<file path="src/rtl/rtc_reg_seq.sv">
// RTC register-access sequencer: walks a burst of consecutive registers, driving address then RD/WR strobes.
// Optional feature: define RTC_SEQ_ABORT_EN to add an abort input that cuts a burst short.
`timescale 1ns/1ps

module rtc_reg_seq #(
  parameter int ADDR_W    = 8,
  parameter int MAX_REGS  = 8,
  parameter int ADDR_MIN  = 5,
  parameter int ADDR_MAX  = 7,
  parameter int DEF_ADDR  = 5,
  parameter int SETUP_CYC = 2,
  parameter int RD_CYC    = 257,
  parameter int WR_CYC    = 256,
  parameter int GAP_CYC   = 4,
  localparam int CNT_W    = $clog2(MAX_REGS + 1)
) (
  input  logic              clk,
  input  logic              reset,
`ifdef RTC_SEQ_ABORT_EN
  input  logic              abort,
`endif
  input  logic              start,
  input  logic [1:0]        mode,
  input  logic [ADDR_W-1:0] base_addr,
  input  logic [CNT_W-1:0]  count,
  output logic [ADDR_W-1:0] dir_out,
  output logic              RD,
  output logic              WR,
  output logic              busy,
  output logic              ready,
  output logic              err
);

  localparam int MAX_AB  = (SETUP_CYC > GAP_CYC) ? SETUP_CYC : GAP_CYC;
  localparam int MAX_CD  = (RD_CYC > WR_CYC) ? RD_CYC : WR_CYC;
  localparam int MAX_CYC = (MAX_AB > MAX_CD) ? MAX_AB : MAX_CD;
  localparam int CYC_W   = $clog2(MAX_CYC + 1);

  localparam logic [ADDR_W-1:0] A_MIN = ADDR_W'(ADDR_MIN);
  localparam logic [ADDR_W-1:0] A_MAX = ADDR_W'(ADDR_MAX);
  localparam logic [ADDR_W-1:0] A_DEF = ADDR_W'(DEF_ADDR);

  typedef enum logic [2:0] {IDLE, SETUP, RD_PH, WR_PH, GAP, DONE} state_t;

  state_t            state_q, state_d;
  logic [CYC_W-1:0]  cyc_q, cyc_d;
  logic [CNT_W-1:0]  idx_q, idx_d;
  logic [CNT_W-1:0]  cnt_q, cnt_d;
  logic [ADDR_W-1:0] base_q, base_d;
  logic              do_rd_q, do_rd_d;
  logic              do_wr_q, do_wr_d;
  logic [ADDR_W-1:0] dir_q, dir_d;
  logic              rd_q, rd_d;
  logic              wr_q, wr_d;
  logic              busy_q, busy_d;
  logic              ready_q, ready_d;
  logic              err_q, err_d;

  logic [ADDR_W-1:0] addr_base;
  logic [CNT_W-1:0]  addr_idx;
  logic [ADDR_W-1:0] raw_addr;
  logic              addr_bad;
  logic [CNT_W-1:0]  cnt_clamped;
  logic              reg_end;
  logic              abort_hit;

`ifdef RTC_SEQ_ABORT_EN
  assign abort_hit = abort && (state_q == SETUP || state_q == RD_PH ||
                               state_q == WR_PH || state_q == GAP);
`else
  assign abort_hit = 1'b0;
`endif

  // Address for the register about to enter SETUP: first one from IDLE, next one from GAP.
  always_comb begin
    addr_base = (state_q == IDLE) ? base_addr : base_q;
    addr_idx  = (state_q == GAP) ? idx_q + CNT_W'(1) : '0;
    raw_addr  = addr_base + ADDR_W'(addr_idx);
    addr_bad  = (raw_addr < A_MIN) || (raw_addr > A_MAX);
    if (count == '0)
      cnt_clamped = CNT_W'(1);
    else if (count > CNT_W'(MAX_REGS))
      cnt_clamped = CNT_W'(MAX_REGS);
    else
      cnt_clamped = count;
  end

  always_comb begin
    state_d = state_q;
    cyc_d   = cyc_q;
    idx_d   = idx_q;
    cnt_d   = cnt_q;
    base_d  = base_q;
    do_rd_d = do_rd_q;
    do_wr_d = do_wr_q;
    dir_d   = dir_q;
    rd_d    = rd_q;
    wr_d    = wr_q;
    busy_d  = busy_q;
    ready_d = ready_q;
    err_d   = err_q;
    reg_end = 1'b0;

    case (state_q)
      IDLE: begin
        if (start) begin
          base_d  = base_addr;
          cnt_d   = cnt_clamped;
          do_rd_d = (mode != 2'b10);
          do_wr_d = (mode != 2'b01);
          idx_d   = '0;
          err_d   = addr_bad;
          dir_d   = addr_bad ? A_DEF : raw_addr;
          busy_d  = 1'b1;
          cyc_d   = '0;
          state_d = SETUP;
        end
      end
      SETUP: begin
        if (cyc_q == CYC_W'(SETUP_CYC - 1)) begin
          cyc_d = '0;
          if (do_rd_q) begin
            rd_d    = 1'b1;
            state_d = RD_PH;
          end else begin
            wr_d    = 1'b1;
            state_d = WR_PH;
          end
        end else begin
          cyc_d = cyc_q + CYC_W'(1);
        end
      end
      RD_PH: begin
        if (cyc_q == CYC_W'(RD_CYC - 1)) begin
          rd_d  = 1'b0;
          cyc_d = '0;
          if (do_wr_q) begin
            wr_d    = 1'b1;
            state_d = WR_PH;
          end else begin
            reg_end = 1'b1;
          end
        end else begin
          cyc_d = cyc_q + CYC_W'(1);
        end
      end
      WR_PH: begin
        if (cyc_q == CYC_W'(WR_CYC - 1)) begin
          wr_d    = 1'b0;
          cyc_d   = '0;
          reg_end = 1'b1;
        end else begin
          cyc_d = cyc_q + CYC_W'(1);
        end
      end
      GAP: begin
        if (cyc_q == CYC_W'(GAP_CYC - 1)) begin
          cyc_d   = '0;
          idx_d   = idx_q + CNT_W'(1);
          err_d   = err_q | addr_bad;
          dir_d   = addr_bad ? A_DEF : raw_addr;
          state_d = SETUP;
        end else begin
          cyc_d = cyc_q + CYC_W'(1);
        end
      end
      DONE: begin
        if (!start) begin
          ready_d = 1'b0;
          state_d = IDLE;
        end
      end
      default: state_d = IDLE;
    endcase

    // Last strobe of a register finished: move on to the next one or wrap up the burst.
    if (reg_end) begin
      if ((idx_q + CNT_W'(1)) < cnt_q) begin
        state_d = GAP;
      end else begin
        busy_d  = 1'b0;
        ready_d = 1'b1;
        state_d = DONE;
      end
    end

    if (abort_hit) begin
      rd_d    = 1'b0;
      wr_d    = 1'b0;
      err_d   = 1'b1;
      cyc_d   = '0;
      busy_d  = 1'b0;
      ready_d = 1'b1;
      state_d = DONE;
    end
  end

  always_ff @(posedge clk or negedge reset) begin
    if (!reset) begin
      state_q <= IDLE;
      cyc_q   <= '0;
      idx_q   <= '0;
      cnt_q   <= '0;
      base_q  <= '0;
      do_rd_q <= 1'b0;
      do_wr_q <= 1'b0;
      dir_q   <= '0;
      rd_q    <= 1'b0;
      wr_q    <= 1'b0;
      busy_q  <= 1'b0;
      ready_q <= 1'b0;
      err_q   <= 1'b0;
    end else begin
      state_q <= state_d;
      cyc_q   <= cyc_d;
      idx_q   <= idx_d;
      cnt_q   <= cnt_d;
      base_q  <= base_d;
      do_rd_q <= do_rd_d;
      do_wr_q <= do_wr_d;
      dir_q   <= dir_d;
      rd_q    <= rd_d;
      wr_q    <= wr_d;
      busy_q  <= busy_d;
      ready_q <= ready_d;
      err_q   <= err_d;
    end
  end

  assign dir_out = dir_q;
  assign RD      = rd_q;
  assign WR      = wr_q;
  assign busy    = busy_q;
  assign ready   = ready_q;
  assign err     = err_q;

endmodule

</file>
<file path="config.mk">
export PLATFORM = sky130hd
export DESIGN_NAME = rtc_reg_seq
export DESIGN_NICKNAME = d
export VERILOG_FILES = /design/src/rtl/rtc_reg_seq.sv
export SDC_FILE = /design/constraint.sdc
export NUM_CORES = 1
export LEC_CHECK = 0
export BUFFER_PORTS_ARGS = -buffer_cell sky130_fd_sc_hd__buf_4
export CORE_ASPECT_RATIO = 0.6
export CORE_UTILIZATION = 40
export DETAILED_ROUTE_END_ITERATION = 8
export SYNTH_ARGS = -nofsm -noshare
export SYNTH_HDL_FRONTEND = slang
export SYNTH_SLANG_ARGS = --single-unit
</file>
<file path="constraint.sdc">
create_clock -name clk -period 3.1 [get_ports clk]
set_input_delay 0.155 -clock clk [delete_from_list [all_inputs] [get_ports clk]]
set_output_delay 0.155 -clock clk [all_outputs]
set_load 0.005 [all_outputs]
</file>
==> results of run 1 <==
## how the worst max path moves through the flow
| stage | from | end | slack [ns] |
|---|---|---|---|
| final | state_q[2] | err | 0.25 |
| after global routing | state_q[2] | err | 0.07 |
| after CTS | state_q[2] | err | 0.29 |
| after detailed placement | state_q[2] | err | 0.31 |
| after global placement | state_q[2] | err | 0.43 |
| after floorplan | state_q[2] | err | 0.19 |
## metal layers
metal | up-vias | wire length [um] | global-route usage (%)
met3 | 5 | 241 | 3.92
met4 | 0 | 52 | 5.21
met1 | 949 | 3360 | 30.5
met5 | - | 0 | 0
met2 | 46 | 2000 | 21.7
li1 | 1024 | - | -
## cells by family after synthesis
logic type	after synthesis
adder cells (fa/ha/maj)	14
buffers and inverters	29
multiplexers	17
AND/OR/NAND/NOR	91
AO/OA/AOI/OAI	66
XOR/XNOR	8
flip-flops	43
## cells in the mapped netlist (4+ instances only)
cell type / instances
inv_1: 20
and3_1: 4
nand2_1: 16
a21o_1: 6
and2_1: 8
a31oi_1: 5
nand2b_1: 4
nor2b_1: 5
mux2_2: 15
dfrtp_1: 43
o21bai_1: 4
nor3b_1: 4
a21oi_1: 10
ha_1: 13
o21ai_0: 18
clkbuf_1: 5
nor2_1: 18
o32ai_1: 5
nand3_1: 14
xnor2_1: 6
## worst max-delay path, cell delays in order, from the launching register on
cell	delay (ns)
dfrtp_1	0.35
buf_4	0.21
nor2b_1	0.26
nand2b_1	0.11
nor2_1	0.17
ha_1	0.24
inv_1	0.07
fa_1	0.41
xnor2_1	0.16
o21ai_0	0.13
a21oi_1	0.14
mux2i_1	0.10
a211oi_2	0.24
o21ai_0	0.11
## state kept, by name (all words and copies together), names as in the netlist
signal,flops
err,1
dir_out,8
do_rd_q,1
busy,1
RD,1
WR,1
idx_q,4
do_wr_q,1
base_q,8
ready,1
cnt_q,4
state_q,3
cyc_q,9
## per-stage QoR
step	std cells	power, mW	hold WS (ns)
global route	385	2.53	0.0467
finish	385	2.36	0.0447
floorplan	268	1.64	-0.141
global placement	377	1.92	0.197
CTS	385	2.37	0.0403
detailed placement	377	1.93	0.192
## area by class of cell
| class | instances | area (um2) | area share (%) |
|---|---|---|---|
| clock buffers | 6 | 72.6 | 2.39 |
| clock inverters | 1 | 30.0 | 0.988 |
| inverters | 20 | 75.1 | 2.47 |
| multi-input cells | 196 | 1420 | 46.6 |
| flip-flops and latches | 43 | 1080 | 35.4 |
| well taps | 84 | 105 | 3.46 |
| repair buffers | 35 | 265 | 8.73 |
## power breakdown
group,switching [mW],internal [mW],leakage [nW]
combinational,0.634,0.503,0.818
clock,0.187,0.236,0.0513
sequential,0.0990,0.697,0.533
## timing repair
| action | in CTS | in global routing |
|---|---|---|
| endpoints found under the setup margin | 0 | 0 |
| gates resized for setup | 0 | 0 |
| setup buffers | 0 | 0 |
| endpoints found under the hold margin | 43 | 0 |
| hold buffers | 1 | 0 |
==> results.yml, run 1 <==
outcome:
  outcome: "finished, final reports clean"
global_routing:
  grt_max_degree: 44
  track_usage_pct: 18.1
  grt_overflow: 0
  grt_pass1_vias: 1880
  antenna_found_initial: 0
  grt_pass1_wl_mm: 9.64
synth:
  synth.area.top_cells: "dfrtp_1, mux2_2, ha_1, o21ai_0, inv_1"
  syn_area_um2: 2610
  synthSimpleGateAreaFrac_pct: 19.2
  synth_top_area_cell: "dfrtp_1"
  synth-edff-count: 0
  synthFlopType: "dfrtp_1"
  synth_cells: 268
  synth_fp_nets: 299
  synth_warnings: 0
  synthAdderAreaFrac_pct: 7.00
  synthMuxAreaShare_pct: 7.24
  synth_seq_area_share_pct: 41.2
  synth_cell_type_count: 51
  synth_top_area_share_pct: 41.2
  synthArstFlopShare_pct: 100
  synth_top_family_by_area: "simple AND/OR/NAND/NOR gates"
  ys_ff_latch: 43
  synth_compound_area_share_pct: 18.1
  synth_xor_xnor_area_share_pct: 2.68
  syn_avg_cell_area_um2: 9.74
finish:
  fin_util_pct: 49.1
  layout_commonest_cell: "dfrtp_1"
  final_cell_mix: "dfrtp_1, buf_4, inv_1"
  diodes: 0
  stdcell_area_um2: 3040
  final_nets: 332
  n_fill_cell: 578
  drive_above_1_share_pct: 22.3
  area_delta_synth_final_pct: 16.4
power_and_ir_drop:
  ir_worst_vdd_mv: 0.317
  p_leak_nw: 1.40
  p_per_area_nw_per_um2: 775
setup_path:
  worstPathMaxFanout: 16
  reg2reg_from: "state_q[2]"
  r2r_end: "err"
  crit_type: "reg2reg"
  r2r_setup_slack_ns: 0.25
  cp-end-kind: "register"
  crit_path_start_kind: "register"
  critPathRequiredTime_ns: 3.23
  arrival_ns: 2.98
  ff2ff_path_depth: 13
sta:
  rsz0062_at_grt: "false"
  worst_pin_slew_ns: 1.25
  fmaxAchievable_mhz: 351
  drv_slew: 0
  fin_ws_ns: 0.250
  relSlewSlack_pct: 16.6
  finalSetupViolations: 0
  final.setup_skew_ns: 0.00547
  finalCritPeriodShare_pct: 92.0
  hold_viol_final: 0
  finalSetupTns_ns: 0
  min_period_ns: 2.85
cts:
  clk_pin_slew_ns: 0.08
  cts_root_buf: "clkbuf_8"
  cts_sinks: 43
  cts_made_buffers: 5
  h-tree-depth: 2
  cts_tree: "built"
  cts_max_path_buffers: 2
  clock_latency_ns: 0.29
min_path:
  holdPathStages: 2
  min_to: "do_wr_q"
  min_path_type: "in2reg"
  hold_start: "mode[0]"
placed_design:
  dp_hpwl_mm: 4.15
  place.gp.congestion: 0.858
  place_area_um2: 2930
  portBuffers: 29
  post-place-ws_ns: 0.311
die:
  ioPinCount: 30
  start_util_pct: 42.1
  coreArea_um2: 6190
  die_w_um: 106
  die-area_um2: 6860
  rows: 22
  die_h_um: 64.6
drt:
  remaining_drc_errors: 0
  dr.pass1.iters: 4
  num_vias: 2024
  wire_per_inst_um: 14.7
  first_iter_violations: 153
  ant_nets: 0
  vias_per_cell: 5.26
  wl_mm: 5.66
flow_run:
  drv_cap: 0
No activity file was read; power rests on OpenSTA's default activity.
==> run 2: changes to the inputs <==
--- a/config.mk
+++ b/config.mk
@@ -9,6 +9,7 @@
 export CORE_ASPECT_RATIO = 0.6
 export CORE_UTILIZATION = 40
 export DETAILED_ROUTE_END_ITERATION = 8
+export SLEW_MARGIN = 20
 export SYNTH_ARGS = -nofsm -noshare
 export SYNTH_HDL_FRONTEND = slang
 export SYNTH_SLANG_ARGS = --single-unit
==> constraint.sdc (replaced) <==
create_clock -name clk -period 3.1 [get_ports clk]
set_input_delay 0.775 -clock clk [delete_from_list [all_inputs] [get_ports clk]]
set_output_delay 0.775 -clock clk [all_outputs]
set_load 0.005 [all_outputs]
==> results.yml, run 2 (synthesized netlist as in run 1, its figures left out) <==
setup_path:
  ff2ff_path_depth: 13
  critPathRequiredTime_ns: 3.28
  crit_path_start_kind: "register"
  crit_path_top_delay_cell: "fa_1"
  worstPathMaxFanout: 16
  cp_cell_sequence: "buf_4, nor2b_1, nand2b_1, nor2_1, ha_1, inv_1, fa_1, xnor2_1, o21ai_0, a21oi_1, mux2i_1, a211oi_2, o21ai_0"
  arrival_ns: 2.99
  cp-end-kind: "register"
  slowest_delay_ns: 0.40
  path_common_cell: "o21ai_0"
  crit_type: "reg2reg"
cts:
  h-tree-depth: 2
  hold_buffers: 0
  clk_pin_slew_ns: 0.09
  cts_repair_resize_count: 0
  cts_sinks: 43
  cts_made_buffers: 5
  cts_setup_buffers: 0
  cts_root_buf: "clkbuf_8"
  cts_tree: "built"
  cts_max_path_buffers: 2
  clock_latency_ns: 0.30
global_routing:
  track_usage_pct: 18.3
  grt_pass1_vias: 1929
  grt_util_met1_pct: 30.3
  grt_pass1_wl_mm: 9.70
  gr-usage-met2_pct: 22.6
  grt_util_met3_pct: 4.12
  grt.busiest_layer: "met1"
  grt_max_degree: 44
  antenna_found_initial: 0
  grt_overflow: 0
sta:
  finalSetupViolations: 0
  worst_pin_slew_ns: 0.570
  drv_slew: 0
  relSlewSlack_pct: 62.0
  hold_viol_final: 0
  rsz0062_at_grt: "false"
  min_period_ns: 2.81
  fmaxAchievable_mhz: 356
  finalCritPeriodShare_pct: 90.7
  final.setup_skew_ns: 0.0107
  finalSetupTns_ns: 0
drt:
  wl_mm: 5.66
  wire_per_inst_um: 14.7
  vias_per_cell: 5.32
  first_iter_violations: 153
  remaining_drc_errors: 0
  num_vias: 2049
  dr.pass1.iters: 4
  ant_nets: 0
power_and_ir_drop:
  ir_worst_vdd_mv: 0.294
  p_per_area_nw_per_um2: 801
  p_leak_nw: 1.41
  finalPower_mw: 2.45
finish:
  drive_above_1_share_pct: 22.6
  largest_reg_flops: 9
  regMostFlops: "cyc_q"
  final_nets: 331
  area_delta_synth_final_pct: 17.2
  diodes: 0
  final_cell_mix: "dfrtp_1, buf_4, inv_1"
  layout_commonest_cell: "dfrtp_1"
die:
  die_w_um: 106
  die_h_um: 64.6
  coreArea_um2: 6190
  start_util_pct: 42.1
  die-area_um2: 6860
  ioPinCount: 30
  rows: 22
min_path:
  min_path_type: "in2async"
flow_run:
  drv_cap: 0
outcome:
  outcome: "finished, final reports clean"
placed_design:
  place.gp.congestion: 0.845
  dp_hpwl_mm: 4.16
  portBuffers: 29
-- run 2: cell types whose count changed in the layout (fill, tap and decap cells not counted) --
| cell | previous run | this run |
|---|---|---|
| dlygate4sd3_1 | 1 | 0 |
| bufinv_16 | 1 | 2 |
-- run 2: through the flow --
| step | setup WS, ns | instance area [um2] | utilization (%) | hold slack (ns) | std cells |
|---|---|---|---|---|---|
| floorplan | 0.192 | 2610 | - | 0.449 | 268 |
| global placement | 0.447 | 2930 | 47.3 | 0.465 | 377 |
| detailed placement | 0.348 | 2930 | 47.3 | 0.459 | 377 |
| CTS | 0.311 | 3060 | 49.4 | 0.481 | 385 |
| global route | 0.101 | 3060 | 49.4 | 0.500 | 385 |
| finish | 0.289 | 3060 | 49.4 | 0.468 | 385 |
-- run 2: worst paths after layout --
kind	start	end	slack (ns)
setup / recovery	state_q[2]	err	0.29
hold / removal	reset	dir_out[2]	0.47
setup reg to reg	state_q[2]	err	0.29
hold reg to reg	dir_out[2]	dir_out[2]	0.47
max in group asynchronous	reset	state_q[0]	2.24
min in group clk	dir_out[2]	dir_out[2]	0.47
-- run 2: routing by layer --
layer	wire [um]	vias up
li1	-	1026
met1	3220	973
met2	2120	45
met3	278	5
met4	44	0
met5	0	-
-- run 2: report_power, final --
| group | switching, mW | internal [mW] | total [mW] |
|---|---|---|---|
| clock | 0.200 | 0.322 | 0.522 |
| combinational | 0.630 | 0.502 | 1.13 |
| sequential | 0.0972 | 0.697 | 0.794 |
-- run 2: critical path: cells and delay by family, from the launching register on --
family / cells / cell delay (ns)
buffers and inverters: 2 / 0.26
adders and majority gates: 2 / 0.63
DFF: 1 / 0.36
muxes: 1 / 0.10
and+or+nand+nor: 3 / 0.54
AOI/OAI and AO/OA: 4 / 0.62
xor gates and xnor gates: 1 / 0.17
-- run 2: layout make-up --
cell class	count	area [um2]
fill	575	3130
clock buffer	6	72.6
multi-input combinational	196	1420
clock inverter	2	60.1
timing repair buffer	34	255
sequential	43	1080
inverter	20	75.1
tap	84	105
